===== config.mk =====
export PLATFORM = sky130hd
export DESIGN_NAME = food_manager
export DESIGN_NICKNAME = d
export VERILOG_FILES = /design/src/rtl/snake_pkg.sv /design/src/rtl/lfsr16.sv /design/src/rtl/food_manager.sv
export SDC_FILE = /design/constraint.sdc
export NUM_CORES = 1
export LEC_CHECK = 0
export ABC_AREA = 1
export CAP_MARGIN = 15
export CORE_MARGIN = 5
export CORE_UTILIZATION = 47
export CTS_CLUSTER_DIAMETER = 80
export DETAILED_ROUTE_END_ITERATION = 16
export PLACE_DENSITY = 0.79
export REMOVE_ABC_BUFFERS = 1
export SYNTH_ARGS = -nofsm -noshare
export SYNTH_HDL_FRONTEND = slang
export SYNTH_SLANG_ARGS = --single-unit

===== constraint.sdc =====
create_clock -name clock -period 2.4 [get_ports clock]
set_clock_uncertainty 0.15 [all_clocks]
set_input_delay 0.48 -clock clock [delete_from_list [all_inputs] [get_ports clock]]
set_output_delay 0.48 -clock clock [all_outputs]
set_load 0.05 [all_outputs]

===== src/rtl/snake_pkg.sv =====
// Shared definitions for the snake game blocks: status codes, directions and
// the default coordinate width.
package snake_pkg;

  localparam int COORD_W_DEFAULT = 6;

  typedef enum logic [1:0] {
    PAUSED       = 2'b00,
    PLAYING      = 2'b01,
    DIE_FLASHING = 2'b10,
    INITIALIZING = 2'b11
  } game_status_e;

  typedef enum logic [1:0] {
    UP    = 2'b00,
    RIGHT = 2'b01,
    DOWN  = 2'b10,
    LEFT  = 2'b11
  } direction_e;

endpackage


===== src/rtl/lfsr16.sv =====
// Free-running 16-bit Galois LFSR, polynomial x^16+x^14+x^13+x^11+1.
// A nonzero seed keeps it out of the all-zero lock-up state forever.
module lfsr16 #(
  parameter logic [15:0] SEED = 16'hACE1
) (
  input  logic        clock,
  input  logic        reset,
  output logic [15:0] q
);

  localparam logic [15:0] TAPS = 16'hB400;

  // Shift right every cycle; fold the tap mask back in when a one falls out.
  // NOTE: state registers use non-blocking assignments so every flop samples
  // pre-edge values, independent of block evaluation order.
  always_ff @(posedge clock or negedge reset) begin
    if (!reset) begin
      q <= SEED;
    end else begin
      q <= {1'b0, q[15:1]} ^ (q[0] ? TAPS : 16'h0000);
    end
  end

endmodule


===== src/rtl/food_manager.sv =====
// Owns NUM_FOOD food slots: places each one at a pseudo-random legal cell and
// raises a one-cycle eat pulse when the snake head steps onto live food.
module food_manager
  import snake_pkg::*;
#(
  parameter int          NUM_FOOD  = 5,
  parameter int          NUM_WALLS = 8,
  parameter int          GRID_W    = 48,
  parameter int          GRID_H    = 32,
  parameter int          COORD_W   = COORD_W_DEFAULT,
  parameter logic [15:0] LFSR_SEED = 16'hACE1
) (
  input  logic                          clock,
  input  logic                          reset,
  input  logic [1:0]                    game_status,
  input  logic                          step,
  input  logic [COORD_W-1:0]            head_x,
  input  logic [COORD_W-1:0]            head_y,
  input  logic [NUM_WALLS*COORD_W-1:0]  wall_x_flat,
  input  logic [NUM_WALLS*COORD_W-1:0]  wall_y_flat,
  output logic [NUM_FOOD*COORD_W-1:0]   food_x_flat,
  output logic [NUM_FOOD*COORD_W-1:0]   food_y_flat,
  output logic [NUM_FOOD-1:0]           food_valid,
  output logic [NUM_FOOD-1:0]           eat,
  output logic                          busy
);

  typedef enum logic {IDLE = 1'b0, SEARCH = 1'b1} spawn_state_e;

  localparam int                 TGT_W = (NUM_FOOD > 1) ? $clog2(NUM_FOOD) : 1;
  localparam logic [COORD_W-1:0] ONE   = COORD_W'(1);
  localparam logic [COORD_W-1:0] X_MAX = COORD_W'(GRID_W - 2);
  localparam logic [COORD_W-1:0] Y_MAX = COORD_W'(GRID_H - 2);

  game_status_e       status;
  game_status_e       prev_status;
  spawn_state_e       state;
  logic [TGT_W-1:0]   target;
  logic [COORD_W-1:0] slot_x [NUM_FOOD];
  logic [COORD_W-1:0] slot_y [NUM_FOOD];

  logic [15:0]        lfsr;
  logic               unused_lfsr_bits;
  logic [COORD_W-1:0] cx;
  logic [COORD_W-1:0] cy;
  logic               accept;
  logic               has_free;
  logic [TGT_W-1:0]   free_idx;
  logic [NUM_FOOD-1:0] eat_hit;
  logic [NUM_FOOD-1:0] commit_mask;
  logic               spawn_en;
  logic               init_entry;
  logic               commit;

  lfsr16 #(.SEED(LFSR_SEED)) u_lfsr (
    .clock (clock),
    .reset (reset),
    .q     (lfsr)
  );

  assign unused_lfsr_bits = ^lfsr;
  assign cx         = lfsr[COORD_W-1:0];
  assign cy         = lfsr[8 +: COORD_W];
  assign status     = game_status_e'(game_status);
  assign spawn_en   = (status == PLAYING) || (status == INITIALIZING);
  assign init_entry = (status == INITIALIZING) && (prev_status != INITIALIZING);
  assign commit     = spawn_en && (state == SEARCH) && accept;

  for (genvar i = 0; i < NUM_FOOD; i++) begin : g_flat
    assign food_x_flat[i*COORD_W +: COORD_W] = slot_x[i];
    assign food_y_flat[i*COORD_W +: COORD_W] = slot_y[i];
  end

  // Acceptance test for the current candidate: playfield, walls, live food, head.
  // NOTE: combinational blocks assign a default first so no path leaves a
  // variable unassigned, which would otherwise infer a latch.
  always_comb begin
    accept = (cx >= ONE) && (cx <= X_MAX) && (cy >= ONE) && (cy <= Y_MAX);
    for (int w = 0; w < NUM_WALLS; w++) begin
      if ((wall_x_flat[w*COORD_W +: COORD_W] != '0 || wall_y_flat[w*COORD_W +: COORD_W] != '0) &&
          wall_x_flat[w*COORD_W +: COORD_W] == cx && wall_y_flat[w*COORD_W +: COORD_W] == cy) begin
        accept = 1'b0;
      end
    end
    for (int i = 0; i < NUM_FOOD; i++) begin
      if (food_valid[i] && slot_x[i] == cx && slot_y[i] == cy) accept = 1'b0;
    end
    if (head_x == cx && head_y == cy) accept = 1'b0;
  end

  // Lowest-index empty slot; scanning downwards lets the lowest index win.
  always_comb begin
    has_free = 1'b0;
    free_idx = '0;
    for (int i = NUM_FOOD - 1; i >= 0; i--) begin
      if (!food_valid[i]) begin
        has_free = 1'b1;
        free_idx = TGT_W'(i);
      end
    end
  end

  // Per-slot eat hits on a playing step, and the one-hot slot a spawn fills.
  always_comb begin
    eat_hit     = '0;
    commit_mask = '0;
    for (int i = 0; i < NUM_FOOD; i++) begin
      eat_hit[i]     = step && (status == PLAYING) && food_valid[i] &&
                       slot_x[i] == head_x && slot_y[i] == head_y;
      commit_mask[i] = commit && (target == TGT_W'(i));
    end
  end

  // Slot registers, eat pulses and the spawn FSM. Coming out of reset counts
  // as already being in INITIALIZING, so the first edge after release makes a
  // spawn decision instead of spending it on a redundant clear.
  // NOTE: the slot coordinate arrays are small register files, so they sit on
  // the async reset like everything else and read back as 0 after reset.
  always_ff @(posedge clock or negedge reset) begin
    if (!reset) begin
      prev_status <= INITIALIZING;
      state       <= IDLE;
      busy        <= 1'b0;
      target      <= '0;
      food_valid  <= '0;
      eat         <= '0;
      for (int i = 0; i < NUM_FOOD; i++) begin
        slot_x[i] <= '0;
        slot_y[i] <= '0;
      end
    end else begin
      prev_status <= status;
      eat         <= eat_hit;
      if (init_entry) begin
        food_valid <= '0;
        state      <= IDLE;
        busy       <= 1'b0;
      end else begin
        food_valid <= (food_valid & ~eat_hit) | commit_mask;
        for (int i = 0; i < NUM_FOOD; i++) begin
          if (commit_mask[i]) begin
            slot_x[i] <= cx;
            slot_y[i] <= cy;
          end
        end
        if (spawn_en) begin
          case (state)
            IDLE: begin
              if (has_free) begin
                target <= free_idx;
                state  <= SEARCH;
                busy   <= 1'b1;
              end
            end
            SEARCH: begin
              if (accept) begin
                state <= IDLE;
                busy  <= 1'b0;
              end
            end
            default: begin
              state <= IDLE;
              busy  <= 1'b0;
            end
          endcase
        end
      end
    end
  end

endmodule


# Word-level counts from Yosys, hierarchy flattened
# Index checks and enable logic that the tools add are counted.
# totals
inputBits	113
reg_bits	93
latch_bits	0
mem_bits_rw	0
out_inout_bits	71
wordCells	198
n_memories	0
mem_bits_ro	0
# classes
shifts	0
div_mod_pow	0
muxes	36
bitwise_logic	6
n_reduce_logical	88
order_cmp	4
n_mul	0
n_eq_ne	47
add_sub_neg	0
# ops
cell	count
6-bit equality test	38
6-bit nonzero test	16
1-bit logical AND	54
1-bit 2-to-1 mux	27
16-bit 2-to-1 mux	1
15-bit by 16-bit bitwise XOR with 16-bit output	1
3-bit 2-to-1 mux	5
6-bit by 1-bit >= comparator with 1-bit output (second input constant)	2
2-bit AND reduction	5
1-bit logical OR	9
3-bit by 2-bit equality test with 1-bit output (second input constant)	2
6-bit by 5-bit less-or-equal comparator with 1-bit output (second input constant)	1
6-bit less-or-equal comparator (second input constant)	1
5-bit AND	1
5-bit 2-to-1 mux	1
5-bit inverter	1
5-bit OR	1
1-bit one-hot mux with 2 select lines	2
4-bit AND reduction	1
3-bit by 1-bit equality test with 1-bit output (second input constant)	1
3-bit equality test (second input constant)	1
3-bit logical NOT	1
3-bit by 1-bit != test with 1-bit output (second input constant)	1
3-bit != test (second input constant)	1
other kinds (6)	7

# Longest topological paths before layout
# depth
depth_word	22
ltp_mapped	18
mapped_depth_nobuf	16

# By module
# From an unflattened synthesis, not the netlist that was laid out.
# hier_totals
hier_cells	1409
hier_area_um2	7952.6
# modules_own_cells
mod	instances	seq_area_each_um2	cells_each	area_each_um2
food_manager	1	1929.4	1380	7493.4
lfsr16	1	410.4	29	459.2

# Least setup slack after synthesis
# Ideal clock, no wire load.
# synth_path
path_type	reg2reg
startpoint	reg u_lfsr.q[0]
endpoint	reg slot_y, in the netlist food_y_flat[4]
arrival_time_ns	1.936
required_ns	2.130
path_stages_with_launch	17
n_path_buf	3
setup_ns	0.120
synth_period_minus_slack_ns	2.206
slack_ns	0.194
cell_sequence	dfstp_2 > buf_4 > buf_2 > nor2_1 > nand3_1 > o21ai_1 > nor2_1 > nand2_1 > clkinv_1 > nand2_1 > nor2_1 > nand2_1 > nor2_4 > nand3_1 > buf_2 > nand2_1 > nand2_1
# synth_between
elab_chain_len	21
word_cells_on_any_way	63
cone_classes	order compare (2); eq/ne (14); mux (14); reduce/logical (33)
# synth_rtl
element	line	text
from (decl)	lfsr16.sv:8	output logic [15:0] q
from (signal assigned)	lfsr16.sv:20	q <= {1'b0, q[15:1]} ^ (q[0] ? TAPS : 16'h0000);
6-bit by 1-bit >= comparator with 1-bit output or 6-bit less-or-equal comparator (tied branches)	food_manager.sv:78	accept = (cx >= ONE) && (cx <= X_MAX) && (cy >= ONE) && (cy <= Y_MAX);
1-bit logical AND (3 in series)	food_manager.sv:78	
1-bit 2-to-1 mux (8 in series)	food_manager.sv:80	if ((wall_x_flat[w*COORD_W +: COORD_W] != '0 || wall_y_flat[w*COORD_W +: COORD_W] != '0) &&
1-bit 2-to-1 mux (5 in series)	food_manager.sv:86	if (food_valid[i] && slot_x[i] == cx && slot_y[i] == cy) accept = 1'b0;
1-bit 2-to-1 mux (*)	food_manager.sv:88	if (head_x == cx && head_y == cy) accept = 1'b0;
1-bit logical AND (*)	food_manager.sv:67	assign commit = spawn_en && (state == SEARCH) && accept;
1-bit logical AND (*)	food_manager.sv:110	commit_mask[i] = commit && (target == TGT_W'(i));
2-bit AND reduction (no line) (*)	--	
to (signal, indexed assignment)	food_manager.sv:143	slot_y[i] <= cy;
to (decl)	food_manager.sv:40	logic [COORD_W-1:0] slot_y [NUM_FOOD];
# Every way passes the cells marked *; elsewhere a longest branch is shown, timed or not.
# A chain may end at the register's enable or synchronous reset.

# Worst setup path in the final report
# layout_path
startpoint	reg u_lfsr.q[11]
endpoint	reg slot_y, in the netlist food_y_flat[7]
# layout_between
elab_chain_len	20
word_cells_on_any_way	49
cone_classes	order compare (2); eq/ne (14); mux (14); reduce/logical (19)
# layout_rtl
element	line
6-bit by 1-bit >= comparator with 1-bit output	food_manager.sv:78
1-bit logical AND (2 in series)	food_manager.sv:78
1-bit 2-to-1 mux (8 in series)	food_manager.sv:80
1-bit 2-to-1 mux (5 in series)	food_manager.sv:86
1-bit 2-to-1 mux (*)	food_manager.sv:88
1-bit logical AND (*)	food_manager.sv:67
1-bit logical AND (*)	food_manager.sv:110
2-bit AND reduction (no line) (*)	--
# Marks and branches as above.

==> run_results.csv <==
group,metric,value,unit
placed_design,pre_cts_ws,-0.502,ns
setup_path,critPathLaunch,"u_lfsr.q[11]",
detailed_routing,drc,0,
yosys,ys_ff_latch,93,
placed_design,placed_cells,1937,
setup_path,cp-start-kind,"flop",
hold_path,hp-class,"input port to asynchronous set/reset pin",
clock_tree,htree_levels,3,
global_route,grt_overflow,0,
setup_path,path_max_fanout,6,
placed_design,placed_cell_area,11300,um2
floorplanning,ios,184,
clock_tree,cts_max_path_buffers,2,
setup_path,crit_required,2.53,ns
outcome,status,"finished, violations left",
timing,fin_crit,2.54,ns
detailed_routing,drt-total-wl,35900,um
layout,fin_cells,1982,
placed_design,io_buffers,183,
layout,area_delta_synth_final,52.8,%
timing,rsz0062_at_grt,"yes",
layout,antenna_cells,0,
power_and_ir_drop,leakagePower,6.60,nW
clock_tree,ctsHoldBuffers,0,
layout,finish.instance_area,12300,um2
power_and_ir_drop,power_density,309,nW/um2
power_and_ir_drop,ir_drop,0.000371,V
clock_tree,cts_buffers,9,
detailed_routing,drtIter0Drc,1116,
yosys,synth_top_cells_by_count,"nand2_1, nor2_1, inv_1",
yosys,synthArstFlopShare,100,%
timing,hold_viol,0,
setup_path,r2r_start,"u_lfsr.q[11]",
yosys,synth_cells,1432,
yosys,synth_warnings,0,
detailed_routing,vias,10800,
global_route,grt_max_degree,94,
clock_tree,path_clk_slew,0.08,ns
setup_path,end_kind,"flop",
setup_path,critical_path_class,"flop to flop",
floorplanning,fp.dieArea,19800,um2
layout,layout-drive-gt1-share,17.4,%
yosys,synth_top_area_share,29.9,%
detailed_routing,viasPerCell,5.47,
yosys,synth_area_leaders,"nand2_1, dfrtp_1, nor2_1",
floorplanning,die_w,141,um
floorplanning,start_util,48.2,%
timing,drv_slew,0,
detailed_routing,drt_pass1_iterations,8,
timing,relSlewSlack,55.2,%
setup_path,arrival,2.67,ns
yosys,ys_seq_area_share,29.2,%
global_route,grt_pass1_wl,53200,um
clock_tree,clock_latency,0.35,ns
layout,fin_util,73.6,%
yosys,yosys.cell_count.top_type,"nand2_1",
floorplanning,coreArea,16600,um2
setup_path,r2r_cells,18,
yosys,netlist-cell-type-count,29,
timing,tightest_slew,0.666,ns
placed_design,hpwl,25900,um
yosys,synthFlopType,"dfrtp_1",
global_route,grt_pass1_vias,9906,
global_route,antenna_found_initial,0,
power_and_ir_drop,p_total,0.00378,W
floorplanning,rows,47,
yosys,synthesis.area,8020,um2
floorplanning,die_h,141,um
global_route,grt_util_all_layers,33.8,%
yosys,yosys.area.top_type,"nand2_1",
layout,nets,1870,
timing,setup_ws,-0.143,ns
timing,fmax,393,MHz
clock_tree,clock-sinks,93,
detailed_routing,postRouteAntennaNets,0,
yosys,avgSynthCellArea,5.60,um2
placed_design,gp_congestion,1.04,
clock_tree,cts_root_buf,"clkbuf_16",
clock_tree,cts_tree,"done",
timing,setup_viol,65,
detailed_routing,detail_route.wl_per_cell,18.1,um
outcome,violations,"negative setup slack",
flow_run,max_cap_violations,0,
yosys,synth_edf_count,0,
timing,period_share,106,%
setup_path,rrSetupSlack,-0.14,ns
==> sequential cells by signal, indices dropped and copies added (netlist names) <==
signal,count
eat,5
food_valid,5
food_x_flat,30
prev_status,2
target,3
state,1
food_y_flat,30
busy,1
u_lfsr.q,16
==> kinds of logic (layout without fill, tap and decap cells) <==
kind of cell	Yosys count	count (layout)	synth area share, %
AOI/OAI and AO/OA	69	69	5.10
xor gates and xnor gates	25	25	2.73
DFF	93	93	29.2
and+or+nand+nor	974	974	48.8
buffers and inverters	271	601	14.2
==> path summary, 6_finish.rpt <==
path | endpoint
worst min-delay path | state
worst min register to register | u_lfsr.q[6]
min in group clock | u_lfsr.q[6]
worst max-delay path | food_y_flat[7]
worst max register to register | food_y_flat[7]
max in group asynchronous | u_lfsr.q[9]
==> final cells by class <==
type	instances	area, um2
clock buffers	11	253
clock inverters	5	33.8
fillers	1375	4390
inverters	206	791
multi-input cells	1068	4760
flip-flops and latches	93	2340
well taps	220	275
repair buffers	379	3800
==> stage by stage <==
step	hold slack, ns	TNS, ns
after CTS	0.0493	0
after global placement	0.196	-27.62
after floorplan	0.0344	-40.22
final	0.0151	-6.14
after global routing	0.0754	-12.91
after detailed placement	0.197	-28.20
==> layer usage <==
| layer | vias to the layer above | GRT usage (%) | part of all wire (%) |
|---|---|---|---|
| met3 | 163 | 7.25 | 12 |
| met5 | - | 0 | 0 |
| li1 | 5017 | - | - |
| met1 | 4876 | 43.4 | 38 |
| met2 | 790 | 55.1 | 45 |
| met4 | 0 | 14.7 | 5.1 |
==> worst max-delay path: stages, from the launching register on <==
cell	delay [ns]
dfstp_2	0.59
buf_12	0.13
buf_6	0.10
clkbuf_16	0.14
nand2_1	0.05
nand2_1	0.06
nor2_1	0.04
nand2_1	0.06
nor2_1	0.04
nand2_1	0.07
nand2_2	0.07
nor2_2	0.13
nand2_2	0.07
nor2_4	0.15
buf_12	0.13
clkbuf_16	0.16
buf_8	0.12
nand4_1	0.11
nand2_1	0.10
==> cells in the final DEF, fill, tap and decap left out, types with 17 or more instances in the layout <==
master / count
buf_12: 28
buf_4: 147
clkdlybuf4s50_1: 178
dfrtp_1: 82
inv_1: 189
nand2_1: 604
nand2_2: 34
nand3_1: 36
nand4_1: 64
nor2_1: 189
nor2_2: 17
==> power breakdown <==
group	internal, W	switching (W)
Sequential	0.00158	0.0000153
Combinational	0.000346	0.000437
Clock	0.000760	0.000637
Total	0.00269	0.00109
==> timing repair <==
item | in CTS | in global routing
pin swaps | 1 | 40
setup buffers | 5 | 20
setup endpoints to repair | 65 | 68
resized for setup | 18 | 104
gates cloned | 1 | 5
hold endpoints to repair | 0 | 0
Note: power is estimated with default switching activity, not from simulation.
